File: config.mk
export PLATFORM = sky130hd
export DESIGN_NAME = uc_seq
export DESIGN_NICKNAME = d
export VERILOG_FILES = /design/src/rtl/uc_pkg.sv /design/src/rtl/uc_decode.sv /design/src/rtl/uc_seq.sv
export SDC_FILE = /design/constraint.sdc
export NUM_CORES = 1
export LEC_CHECK = 0
export ABC_AREA = 1
export BUFFER_PORTS_ARGS = -buffer_cell sky130_fd_sc_hd__buf_2
export CAP_MARGIN = 20
export CORE_AREA = 2 2 39 41
export CTS_CLUSTER_DIAMETER = 200
export DETAILED_ROUTE_END_ITERATION = 8
export DIE_AREA = 0 0 41 43
export PLACE_DENSITY = 0.53
export SYNTH_ARGS = -nofsm -noshare
export SYNTH_HDL_FRONTEND = slang
export SYNTH_SLANG_ARGS = --single-unit
File: constraint.sdc
create_clock -name clk -period 1.1 [get_ports clk]
set_input_delay 0.22 -clock clk [delete_from_list [all_inputs] [get_ports clk]]
set_output_delay 0.22 -clock clk [all_outputs]
set_load 0.1 [all_outputs]
File: src/rtl/uc_pkg.sv
// ============================================================
// Package : uc_pkg
// Brief   : Shared types and opcode/ALU constants for the uc_seq control unit.
// Rev     : 1.0 initial release
// ============================================================
`default_nettype none

package uc_pkg;

  typedef enum logic [1:0] {
    ST_RUN  = 2'b00,
    ST_HALT = 2'b01,
    ST_STEP = 2'b10
  } uc_state_e;

  localparam logic [5:0] OP_J       = 6'b000000;
  localparam logic [5:0] OP_JZ      = 6'b000001;
  localparam logic [5:0] OP_JNZ     = 6'b000010;
  localparam logic [5:0] OP_HLT     = 6'b000011;
  localparam logic [3:0] OP_NOP_PFX = 4'b0001;
  localparam logic [1:0] OP_LI_PFX  = 2'b01;
  localparam logic       OP_ALU_PFX = 1'b1;

  localparam logic [2:0] ALU_NOP    = 3'b000;

endpackage

`default_nettype wire

File: src/rtl/uc_decode.sv
// ============================================================
// Module  : uc_decode
// Brief   : Purely combinational opcode to datapath-control decoder.
// Rev     : 1.0 initial release
// ============================================================
`default_nettype none

module uc_decode
  import uc_pkg::*;
(
  input  logic [5:0] opcode,
  input  logic       zero,
  output logic       s_inc,
  output logic       s_inm,
  output logic       we,
  output logic       wez,
  output logic [2:0] alu_op,
  output logic       is_hlt
);

  always_comb begin
    s_inc  = 1'b1;
    s_inm  = 1'b0;
    we     = 1'b0;
    wez    = 1'b0;
    alu_op = ALU_NOP;
    is_hlt = 1'b0;
    if (opcode[5] == OP_ALU_PFX) begin
      alu_op = opcode[4:2];
      we     = 1'b1;
      wez    = 1'b1;
    end else if (opcode[5:4] == OP_LI_PFX) begin
      s_inm  = 1'b1;
      we     = 1'b1;
    end else if (opcode[5:2] != OP_NOP_PFX) begin
      // Remaining space is the 0000xx jump/halt group.
      case (opcode)
        OP_J:    s_inc  = 1'b0;
        OP_JZ:   s_inc  = ~zero;
        OP_JNZ:  s_inc  = zero;
        OP_HLT:  is_hlt = 1'b1;
        default: s_inc  = 1'b1;
      endcase
    end
  end

endmodule

`default_nettype wire

File: src/rtl/uc_seq.sv
// ============================================================
// Module  : uc_seq
// Brief   : Control unit with run/halt/single-step gating of the decoder.
// Config  : define UC_INSTR_COUNT_EN to add the instr_count port/counter.
// Rev     : 1.0 initial release
// ============================================================
`default_nettype none

module uc_seq
  import uc_pkg::*;
#(
  parameter bit          RESET_HALTED = 1'b0,
  parameter int unsigned COUNT_W      = 16
)
(
  input  logic       clk,
  input  logic       reset,
  input  logic [5:0] opcode,
  input  logic       zero,
  input  logic       halt_req,
  input  logic       run_req,
  input  logic       step_req,
  output logic       s_inc,
  output logic       s_inm,
  output logic       we,
  output logic       wez,
  output logic [2:0] ALUOp,
  output logic       pc_en,
  output logic       halted,
  output logic       step_ack
`ifdef UC_INSTR_COUNT_EN
  ,
  output logic [COUNT_W-1:0] instr_count
`endif
);

  localparam uc_state_e c_RESET_STATE = RESET_HALTED ? ST_HALT : ST_RUN;

  uc_state_e  r_state;
  uc_state_e  w_state_nxt;

  logic       w_dec_s_inc;
  logic       w_dec_s_inm;
  logic       w_dec_we;
  logic       w_dec_wez;
  logic [2:0] w_dec_alu_op;
  logic       w_dec_is_hlt;

  uc_decode u_decode (
    .opcode (opcode),
    .zero   (zero),
    .s_inc  (w_dec_s_inc),
    .s_inm  (w_dec_s_inm),
    .we     (w_dec_we),
    .wez    (w_dec_wez),
    .alu_op (w_dec_alu_op),
    .is_hlt (w_dec_is_hlt)
  );

  always_ff @(posedge clk or negedge reset) begin
    if (!reset) begin
      r_state <= c_RESET_STATE;
    end else begin
      r_state <= w_state_nxt;
    end
  end

  always_comb begin
    w_state_nxt = r_state;
    case (r_state)
      ST_RUN: begin
        if (halt_req || w_dec_is_hlt) begin
          w_state_nxt = ST_HALT;
        end
      end
      ST_HALT: begin
        // run_req has priority over a coincident step_req.
        if (run_req) begin
          w_state_nxt = ST_RUN;
        end else if (step_req) begin
          w_state_nxt = ST_STEP;
        end
      end
      ST_STEP: w_state_nxt = ST_HALT;
      default: w_state_nxt = ST_HALT;
    endcase
  end

  always_comb begin
    s_inc    = 1'b1;
    s_inm    = 1'b0;
    we       = 1'b0;
    wez      = 1'b0;
    ALUOp    = ALU_NOP;
    pc_en    = 1'b0;
    halted   = (r_state == ST_HALT);
    step_ack = (r_state == ST_STEP);
    if (r_state == ST_RUN || r_state == ST_STEP) begin
      s_inc  = w_dec_s_inc;
      s_inm  = w_dec_s_inm;
      we     = w_dec_we;
      wez    = w_dec_wez;
      ALUOp  = w_dec_alu_op;
      pc_en  = 1'b1;
    end
  end

`ifdef UC_INSTR_COUNT_EN
  logic [COUNT_W-1:0] r_instr_count;

  always_ff @(posedge clk or negedge reset) begin
    if (!reset) begin
      r_instr_count <= '0;
    end else if (pc_en) begin
      r_instr_count <= r_instr_count + 1'b1;
    end
  end

  assign instr_count = r_instr_count;
`endif

endmodule

`default_nettype wire

==> results of run 1 <==
layer usage:
layer,vias to the layer above,wire length (µm),GRT usage
met2,14,340,0.125
met3,0,56,0.0471
met4,0,0,0.0800
met1,137,239,0.125
li1,185,-,-
met5,-,0,0
cells in the final DEF (no fill, tap or decap):
cell type	Yosys	layout
clkbuf_4	0	3
buf_2	0	11
nand4_1	1	1
nand2_4	0	2
buf_6	1	2
nor2_4	1	5
dfrtp_1	2	2
inv_1	10	7
clkinvlp_4	0	1
inv_2	0	2
dlygate4sd3_1	0	1
nand2_1	9	7
nor3_4	0	4
nand3_1	1	1
nor3_2	3	1
buf_12	0	10
buf_4	0	8
o21bai_1	1	1
nor2_1	8	4
path summary, 6_finish.rpt:
| kind | end | slack, ns | from |
|---|---|---|---|
| max | s_inm | -0.30 | r_state[0]$_DFFE_PN0P_ |
| min | r_state[1]$_DFFE_PN0P_ | 0.25 | step_req |
| max reg2reg | r_state[0]$_DFFE_PN0P_ | 0.11 | r_state[0]$_DFFE_PN0P_ |
| max in group asynchronous | r_state[0]$_DFFE_PN0P_ | 0.69 | reset |
| min in group asynchronous | r_state[1]$_DFFE_PN0P_ | 0.31 | reset |
| min reg2reg | r_state[0]$_DFFE_PN0P_ | 0.59 | r_state[1]$_DFFE_PN0P_ |
logic make-up (layout without fill, tap and decap cells):
| group | count (synthesis) | after routing | synth area share |
|---|---|---|---|
| AND/OR/NAND/NOR | 25 | 25 | 0.543 |
| AO/OA/AOI/OAI | 1 | 1 | 0.0323 |
| buffers and inverters | 11 | 45 | 0.210 |
| flip-flops | 2 | 2 | 0.215 |
worst register-to-register path, cell delays in order, from the launching register on:
cell,delay [ns]
dfrtp_1,0.39
buf_4,0.16
nor3_2,0.17
nand2_1,0.07
nand2_1,0.05
nand2_1,0.04
final cells by class:
class                           count  area [µm²]
Fill cell                         128         688
Sequential cell                     2        50.0
Tap cell                           16        20.0
Timing Repair Buffer               32         348
Clock buffer                        3        22.5
Inverter                           10        41.3
Multi-Input combinational cell     26         214
where the power goes:
group          leakage (nW)  internal (mW)  switching [mW]
Sequential           0.0252         0.0994          0.0221
Combinational         0.311          0.602            1.06
Clock                0.0138          0.120          0.0429
what timing repair did:
item,CTS,global route
resized for setup,7,2
pin swaps,0,0
hold endpoints to repair,2,0
setup endpoints to repair,10,11
hold buffers,1,0
setup buffers,1,0
==> impl_metrics.env, run 1 <==
export IMPL_drive_above_1_share=0.671
export IMPL_synth_warnings=0
export IMPL_antenna_cells=0
export IMPL_syn_to_final_growth_pct=199
export IMPL_root_buffer="clkbuf_4"
export IMPL_syn_area_um2=233
export IMPL_die_area_um2=1760
export IMPL_grt_first_pass_wirelength_um=1170
export IMPL_async_flop_share=1.00
export IMPL_path_buf_inv=2
export IMPL_routed_wl_um=636
export IMPL_gr_total_overflow=0
export IMPL_grt_max_degree=8
export IMPL_cp_depth=3
export IMPL_start_kind="register"
export IMPL_via_per_inst=3.78
export IMPL_dp_cells=84
export IMPL_antenna_found_initial=0
export IMPL_hp_class="in2reg"
export IMPL_largest_reg_flops=2
export IMPL_holdWs_ns=0.248
export IMPL_end_kind="output pin"
export IMPL_avgRoutedWirePerCell_um=7.15
export IMPL_finalCritPeriodShare=1.27
export IMPL_worstSkewPairLatency_ns=0.23
export IMPL_largestRegisters="r_state x2"
export IMPL_synth_net_count=51
export IMPL_final_cells=89
export IMPL_dp_hpwl_um=568
export IMPL_pin_count=22
export IMPL_criticalPathCategory="reg2out"
export IMPL_dr_pass1_iters=3
export IMPL_yosysMostFrequentCell="inv_1"
export IMPL_cts_buffer_depth=2
export IMPL_maxCapViolations=0
export IMPL_stdcell_area_um2=696
export IMPL_critPathSlowestCell="dfrtp_1"
export IMPL_start_util=0.168
export IMPL_preCtsSetupSlack_ns=-0.102
export IMPL_gp_congestion=0.664
export IMPL_yosysUniqueCellTypes=11
export IMPL_ys_seq_area_frac=0.215
export IMPL_io_buffers=21
export IMPL_violations="setup timing"
export IMPL_post_route_util=0.503
export IMPL_cts_tree="built"
export IMPL_setup_viol=10
export IMPL_grt_usage=0.100
export IMPL_p_leak_nw=0.350
export IMPL_fin_ws_ns=-0.298
export IMPL_maxSlewViolCount=0
export IMPL_cp_required_ns=0.88
export IMPL_final_hold_viol_count=0
export IMPL_tightestPinTransition_ns=0.323
export IMPL_cts_buffers=3
export IMPL_num_vias=336
export IMPL_ys_top_cells_by_count="10 x inv_1, 9 x nand2_1, 8 x nor2_1"
export IMPL_antenna_left=0
export IMPL_detailed_place_area_um2=628
export IMPL_synth_seq_cells=2
export IMPL_rsz0062_at_grt="true"
export IMPL_finalCriticalPeriod_ns=1.40
export IMPL_path_max_fanout=7
export IMPL_clock_skew_ns=0.00262
export IMPL_die_w_um=41
export IMPL_setup_tns_ns=-2.37
export IMPL_synth_top_area_cell="dfrtp_1"
export IMPL_chipHeight_um=43
export IMPL_critical_path_cell_chain="buf_6, nor3_4, buf_12"
export IMPL_vdd_drop_max_v=0.00103
export IMPL_h_tree_depth=1
export IMPL_clk_pin_slew_worst_paths_ns=0.03
export IMPL_max_freq_mhz=715
export IMPL_power_density_nw_per_um2=2790
export IMPL_fin_total_pwr_mw=1.94
export IMPL_syn_inst=39
export IMPL_regMostFlops="r_state"
export IMPL_outcome="finished, violations left"
export IMPL_rr_worst_depth=5
export IMPL_cp_arrival_ns=1.18
export IMPL_cpPeakStageDelay_ns=0.39
export IMPL_cts_sinks=2
export IMPL_cp_top_family="flip-flops"
export IMPL_drt_iter0_drc=2
export IMPL_grt_pass1_vias=309
export IMPL_std_cell_rows=14
export IMPL_synth_top_area_share=0.215
export IMPL_ys_dominant_reg_cell="dfrtp_1"
export IMPL_core_area_um2=1380
export IMPL_avgSynthCellArea_um2=5.97
export IMPL_drc=0
export IMPL_layout_nets=87
export IMPL_hold_depth=3
export IMPL_synth_edf_count=0
export IMPL_ys_top_cells_by_area="dfrtp_1 22%, inv_1 16%, nand2_1 15%"
export IMPL_max_slew_margin=0.785
Power figures use the tool's default switching activity.
==> inputs of run 2 (changes only) <==
--- a/config.mk
+++ b/config.mk
@@ -12,7 +12,8 @@
 export CTS_CLUSTER_DIAMETER = 200
 export DETAILED_ROUTE_END_ITERATION = 8
 export DIE_AREA = 0 0 41 43
-export PLACE_DENSITY = 0.53
+export PLACE_DENSITY = 0.43
+export SLEW_MARGIN = 5
 export SYNTH_ARGS = -nofsm -noshare
 export SYNTH_HDL_FRONTEND = slang
 export SYNTH_SLANG_ARGS = --single-unit
==> constraint.sdc (replaced) <==
create_clock -name clk -period 1.25 [get_ports clk]
set_input_delay 0.25 -clock clk [delete_from_list [all_inputs] [get_ports clk]]
set_output_delay 0.25 -clock clk [all_outputs]
set_load 0.1 [all_outputs]
==> run 2 against run 1 <==
The run still ends with setup timing left. Hold slack improved by 0.042 ns. Power decreased by 11%. Design area shrank 4.1%. First-iteration DRC count down 50%. Register-to-register slack about the same. Wire length increased by 3.9%. Count of clock-buffer cells in the layout did not move. Cell count fell by 4.5%. Non-clock buffer count fell by 4. Via count fell by 1.8%. Largest power group unchanged.
==> impl_metrics.env, run 2 (synthesized netlist as in run 1, its figures left out) <==
export IMPL_p_leak_nw=0.331
export IMPL_timing_rr_end="r_state[0]$_DFFE_PN0P_"
export IMPL_hp_class="in2reg"
export IMPL_io_buffers=21
export IMPL_vdd_drop_max_v=0.00129
export IMPL_num_vias=330
export IMPL_syn_to_final_growth_pct=187
export IMPL_start_util=0.168
export IMPL_dp_hpwl_um=576
export IMPL_max_slew_margin=0.773
export IMPL_cp_arrival_ns=1.21
export IMPL_cts_buffer_depth=2
export IMPL_cp_startpoint="r_state[0]$_DFFE_PN0P_"
export IMPL_worstSkewPairLatency_ns=0.22
export IMPL_drc=0
export IMPL_grt_pass1_vias=305
export IMPL_violations="setup timing"
export IMPL_dp_cells=79
export IMPL_clock_skew_ns=0.00250
export IMPL_clk_pin_slew_worst_paths_ns=0.03
export IMPL_layout_nets=83
export IMPL_antenna_found_initial=0
export IMPL_largestRegisters="r_state x2"
export IMPL_post_route_util=0.482
export IMPL_maxSlewViolCount=0
export IMPL_maxCapViolations=0
export IMPL_avgRoutedWirePerCell_um=7.78
export IMPL_drive_above_1_share=0.638
export IMPL_die_area_um2=1760
export IMPL_h_tree_depth=1
export IMPL_mostFrequentLayoutCells="11 x buf_2, 11 x buf_12, 8 x inv_1, 7 x nand2_1"
export IMPL_dr_pass1_iters=2
export IMPL_finalCritPeriodShare=1.17
export IMPL_cp_required_ns=1.00
export IMPL_final_hold_viol_count=0
export IMPL_cts_tree="built"
export IMPL_finalCriticalPeriod_ns=1.46
export IMPL_hold_depth=3
export IMPL_rsz0062_at_grt="true"
export IMPL_pin_count=22
export IMPL_std_cell_rows=14
export IMPL_routed_wl_um=661
export IMPL_criticalPathCategory="reg2out"
export IMPL_r2r_start="r_state[0]$_DFFE_PN0P_"
export IMPL_chipHeight_um=43
export IMPL_tightestPinTransition_ns=0.340
export IMPL_antenna_cells=0
export IMPL_cts_buffers=3
export IMPL_fin_ws_ns=-0.209
export IMPL_root_buffer="clkbuf_4"
export IMPL_preCtsSetupSlack_ns=-0.0137
export IMPL_grt_usage=0.0963
export IMPL_setup_viol=9
export IMPL_largest_reg_flops=2
export IMPL_r2r_slack_ns=0.10
export IMPL_core_area_um2=1380
export IMPL_antenna_left=0
export IMPL_holdWs_ns=0.290
export IMPL_rr_worst_depth=6
export IMPL_grt_first_pass_wirelength_um=1120
export IMPL_end_kind="output pin"
export IMPL_gp_congestion=0.601
export IMPL_gr_total_overflow=0
export IMPL_max_freq_mhz=685
export IMPL_fin_total_pwr_mw=1.72
export IMPL_fill_cells=132
export IMPL_power_density_nw_per_um2=2590
export IMPL_cts_sinks=2
export IMPL_final_cells=85
export IMPL_drt_iter0_drc=1
export IMPL_grt_max_degree=8
export IMPL_path_max_fanout=7
export IMPL_via_per_inst=3.88
export IMPL_regMostFlops="r_state"
export IMPL_start_kind="register"
export IMPL_outcome="finished, violations left"
export IMPL_die_w_um=41
export IMPL_crit_end="ALUOp[1]"
## run 2: changes by cell type in the layout (fill, tap and decap cells not counted), sizes merged
cell  change
buf       -4
## run 2: layout make-up
type	instances	area, µm²	area share
multi-input combinational	26	209	0.313
timing repair buffer	28	323	0.484
tap	16	20.0	0.0300
clock buffer	3	22.5	0.0338
sequential	2	51.3	0.0769
inverter	10	41.3	0.0619
## run 2: how the worst min path moves through the flow
stage                  start                endpoint
floorplan              reset  r_state[0]$_DFFE_PN0P_
global placement       reset  r_state[1]$_DFFE_PN0P_
detailed placement     reset  r_state[1]$_DFFE_PN0P_
CTS                 step_req  r_state[1]$_DFFE_PN0P_
global route        step_req  r_state[1]$_DFFE_PN0P_
finish              step_req  r_state[1]$_DFFE_PN0P_
## run 2: layer usage
metal  share of wire  global-route usage
met5               0                   0
met4               0              0.0600
met3           0.086              0.0524
met2            0.55               0.163
met1            0.36              0.0801
## run 2: critical path: stages (launching register included)
cell and delay (ns):
dfrtp_2 0.43, buf_12 0.16, nor3_4 0.20, buf_12 0.20
## run 2: what timing repair did
item	CTS	global route
resized for setup	6	0
hold endpoints to repair	2	0
cloned	0	0
endpoints found under the setup margin	9	9
pin swaps	2	3
hold buffers	1	0
setup buffers	2	0
## run 2: through the flow
stage          cell area, µm²  setup TNS [ns]
2_1_floorplan             297           -1.51
3_3_place_gp              603         -0.0119
3_5_place_dp              603         -0.0179
4_1_cts                   667           -1.42
5_1_grt                   667           -1.72
6_report                  667           -1.29
## run 2: where the power goes
part / switching (mW) / total, mW / leakage (nW) / internal [mW]
clock network: 0.0336 / 0.139 / 0.0138 / 0.106
logic: 0.920 / 1.47 / 0.293 / 0.545
registers: 0.0295 / 0.120 / 0.0242 / 0.0907
total: 0.983 / 1.72 / 0.331 / 0.741
==> inputs of run 3 (changes only) <==
--- a/config.mk
+++ b/config.mk
@@ -8,11 +8,13 @@
 export ABC_AREA = 1
 export BUFFER_PORTS_ARGS = -buffer_cell sky130_fd_sc_hd__buf_2
 export CAP_MARGIN = 20
-export CORE_AREA = 2 2 39 41
+export CELL_PAD_IN_SITES_DETAIL_PLACEMENT = 1
+export CELL_PAD_IN_SITES_GLOBAL_PLACEMENT = 1
+export CORE_MARGIN = 2
+export CORE_UTILIZATION = 17
 export CTS_CLUSTER_DIAMETER = 200
 export DETAILED_ROUTE_END_ITERATION = 8
-export DIE_AREA = 0 0 41 43
-export PLACE_DENSITY = 0.43
+export PLACE_DENSITY = 0.64
 export SLEW_MARGIN = 5
 export SYNTH_ARGS = -nofsm -noshare
 export SYNTH_HDL_FRONTEND = slang
==> constraint.sdc (replaced) <==
create_clock -name clk -period 1.25 [get_ports clk]
set_input_delay 0.0625 -clock clk [delete_from_list [all_inputs] [get_ports clk]]
set_output_delay 0.0625 -clock clk [all_outputs]
set_load 0.1 [all_outputs]
==> run 3 against run 2 <==
The flow still finishes with violations (setup timing). Register-to-register slack better by 0.11 ns. Combinational power is 7% lower. Die area is 4.7% lower. Clock power hardly changed. Design area is 9.6% lower. Core utilization is 1.3 points lower. Hold slack worse by 0.18 ns. Largest power group unchanged.
==> impl_metrics.env, run 3 (synthesized netlist as in run 1, its figures left out) <==
export IMPL_outcome="finished, violations left"
export IMPL_violations="setup timing"
export IMPL_preCtsSetupSlack_ns=0.171
export IMPL_gr_total_overflow=0
export IMPL_gp_congestion=0.588
export IMPL_antenna_cells=0
export IMPL_rsz0062_at_grt="true"
export IMPL_die_area_um2=1680
export IMPL_clock_skew_ns=0.00146
export IMPL_drt_iter0_drc=2
export IMPL_core_area_um2=1280
export IMPL_max_freq_mhz=797
export IMPL_grt_usage=0.126
export IMPL_tightestPinTransition_ns=0.302
export IMPL_largestRegisters="r_state x2"
export IMPL_cts_sinks=2
export IMPL_final_hold_viol_count=0
export IMPL_largest_reg_flops=2
export IMPL_cp_required_ns=1.19
export IMPL_mostFrequentLayoutCells="11 x buf_2, 11 x buf_12, 9 x inv_1, 8 x nand2_1"
export IMPL_criticalPathCategory="reg2out"
export IMPL_vdd_drop_max_v=0.00152
export IMPL_avgRoutedWirePerCell_um=9.54
export IMPL_routed_wl_um=763
export IMPL_drive_above_1_share=0.585
export IMPL_cts_buffer_depth=2
export IMPL_dp_cells=75
export IMPL_critical_path_cell_chain="buf_12, nor3_4, buf_12"
export IMPL_power_density_nw_per_um2=2670
export IMPL_num_vias=337
export IMPL_busiest_layer="met2"
export IMPL_hp_class="in2reg"
export IMPL_root_buffer="clkbuf_4"
export IMPL_use_met2=0.242
export IMPL_dp_hpwl_um=663
export IMPL_cpPeakStageDelay_ns=0.42
export IMPL_cts_buffers=3
export IMPL_antenna_found_initial=0
export IMPL_cts_tree="built"
export IMPL_regMostFlops="r_state"
export IMPL_layout_nets=79
export IMPL_pin_count=22
export IMPL_dr_pass1_iters=2
export IMPL_cp_top_family="flip-flops"
export IMPL_finalCriticalPeriod_ns=1.25
export IMPL_die_w_um=41
export IMPL_global_route_usage_met1=0.104
export IMPL_crit_top_cell="buf_12"
export IMPL_use_met3=0.0489
export IMPL_via_per_inst=4.21
export IMPL_max_slew_margin=0.798
export IMPL_worstSkewPairLatency_ns=0.22
export IMPL_drc=0
export IMPL_h_tree_depth=1
export IMPL_critPathSlowestCell="dfrtp_2"
export IMPL_end_kind="output pin"
export IMPL_clk_pin_slew_worst_paths_ns=0.03
export IMPL_syn_to_final_growth_pct=159
export IMPL_setup_tns_ns=-0.00407
export IMPL_finalCritPeriodShare=1.00
export IMPL_maxSlewViolCount=0
export IMPL_fin_ws_ns=-0.00407
export IMPL_grt_max_degree=10
export IMPL_std_cell_rows=13
export IMPL_multi_input_area_um2=176
export IMPL_path_max_fanout=9
export IMPL_maxCapViolations=0
export IMPL_path_buf_inv=2
export IMPL_antenna_left=0
export IMPL_setup_viol=1
export IMPL_grt_pass1_vias=333
export IMPL_final_cells=80
export IMPL_chipHeight_um=41
export IMPL_cp_arrival_ns=1.19
export IMPL_io_buffers=21
export IMPL_fill_cells=157
export IMPL_start_kind="register"
export IMPL_grt_first_pass_wirelength_um=1320
export IMPL_p_leak_nw=0.300
export IMPL_start_util=0.181
export IMPL_post_route_util=0.469
export IMPL_seq_area_um2=51.3
export IMPL_fin_total_pwr_mw=1.61
==> run 3: cell types whose count changed in the layout (fill, tap and decap cells not counted), moves of 2 or more <==
cell | before | now
buf_4 | 5 | 1
nand2_4 | 2 | 0
nor2_2 | 0 | 4
nor2_4 | 5 | 1
==> run 3: what timing repair did <==
| action | in CTS | in global routing |
|---|---|---|
| hold buffers | 1 | 0 |
| setup buffers | 1 | 0 |
| setup endpoints to repair | 5 | 3 |
| hold endpoints to repair | 2 | 0 |
| pin swaps | 2 | 0 |
| gates resized for setup | 1 | 2 |
==> run 3: cell type report <==
| class | count | share of cell area |
|---|---|---|
| Tap cell | 15 | 0.0311 |
| Multi-Input combinational cell | 26 | 0.293 |
| Timing Repair Buffer | 24 | 0.485 |
| Inverter | 10 | 0.0685 |
| Sequential cell | 2 | 0.0851 |
| Clock buffer | 3 | 0.0373 |
==> run 3: layer usage <==
metal	vias to the layer above	routed length, µm
met5	-	0
met4	0	0
met3	0	79
met2	17	432
met1	153	251
li1	167	-
==> run 3: final timing paths <==
| check | to | startpoint | slack [ns] | depth (start not counted) |
|---|---|---|---|---|
| max in group asynchronous | r_state[0]$_DFFE_PN0P_ | reset | 0.98 | 2 |
| worst min-delay path | r_state[1]$_DFFE_PN0P_ | step_req | 0.11 | 3 |
| worst max-delay path | ALUOp[1] | r_state[0]$_DFFE_PN0P_ | -0.004 | 3 |
| min in group asynchronous | r_state[1]$_DFFE_PN0P_ | reset | 0.16 | 2 |
| worst min register to register | r_state[1]$_DFFE_PN0P_ | r_state[1]$_DFFE_PN0P_ | 0.56 | 3 |
| worst max register to register | r_state[0]$_DFFE_PN0P_ | r_state[0]$_DFFE_PN0P_ | 0.21 | 5 |
==> run 3: through the flow <==
stage          hold slack (ns)  cell area, µm²
2_1_floorplan           -0.233             274
3_3_place_gp            -0.151             557
3_5_place_dp            -0.150             557
4_1_cts                  0.106             598
5_1_grt                  0.128             603
6_report                 0.106             603
==> run 3: report_power, final <==
group	internal (mW)	total (mW)	switching, mW
Combinational	0.477	1.36	0.881
Sequential	0.0907	0.115	0.0241
Clock	0.106	0.140	0.0346
==> run 3: worst register-to-register path, cell delays in order, from the launching register on <==
cell	delay [ns]
dfrtp_2	0.42
buf_12	0.16
nor3_1	0.18
nand2_1	0.07
nand2_1	0.06
nand2_1	0.05
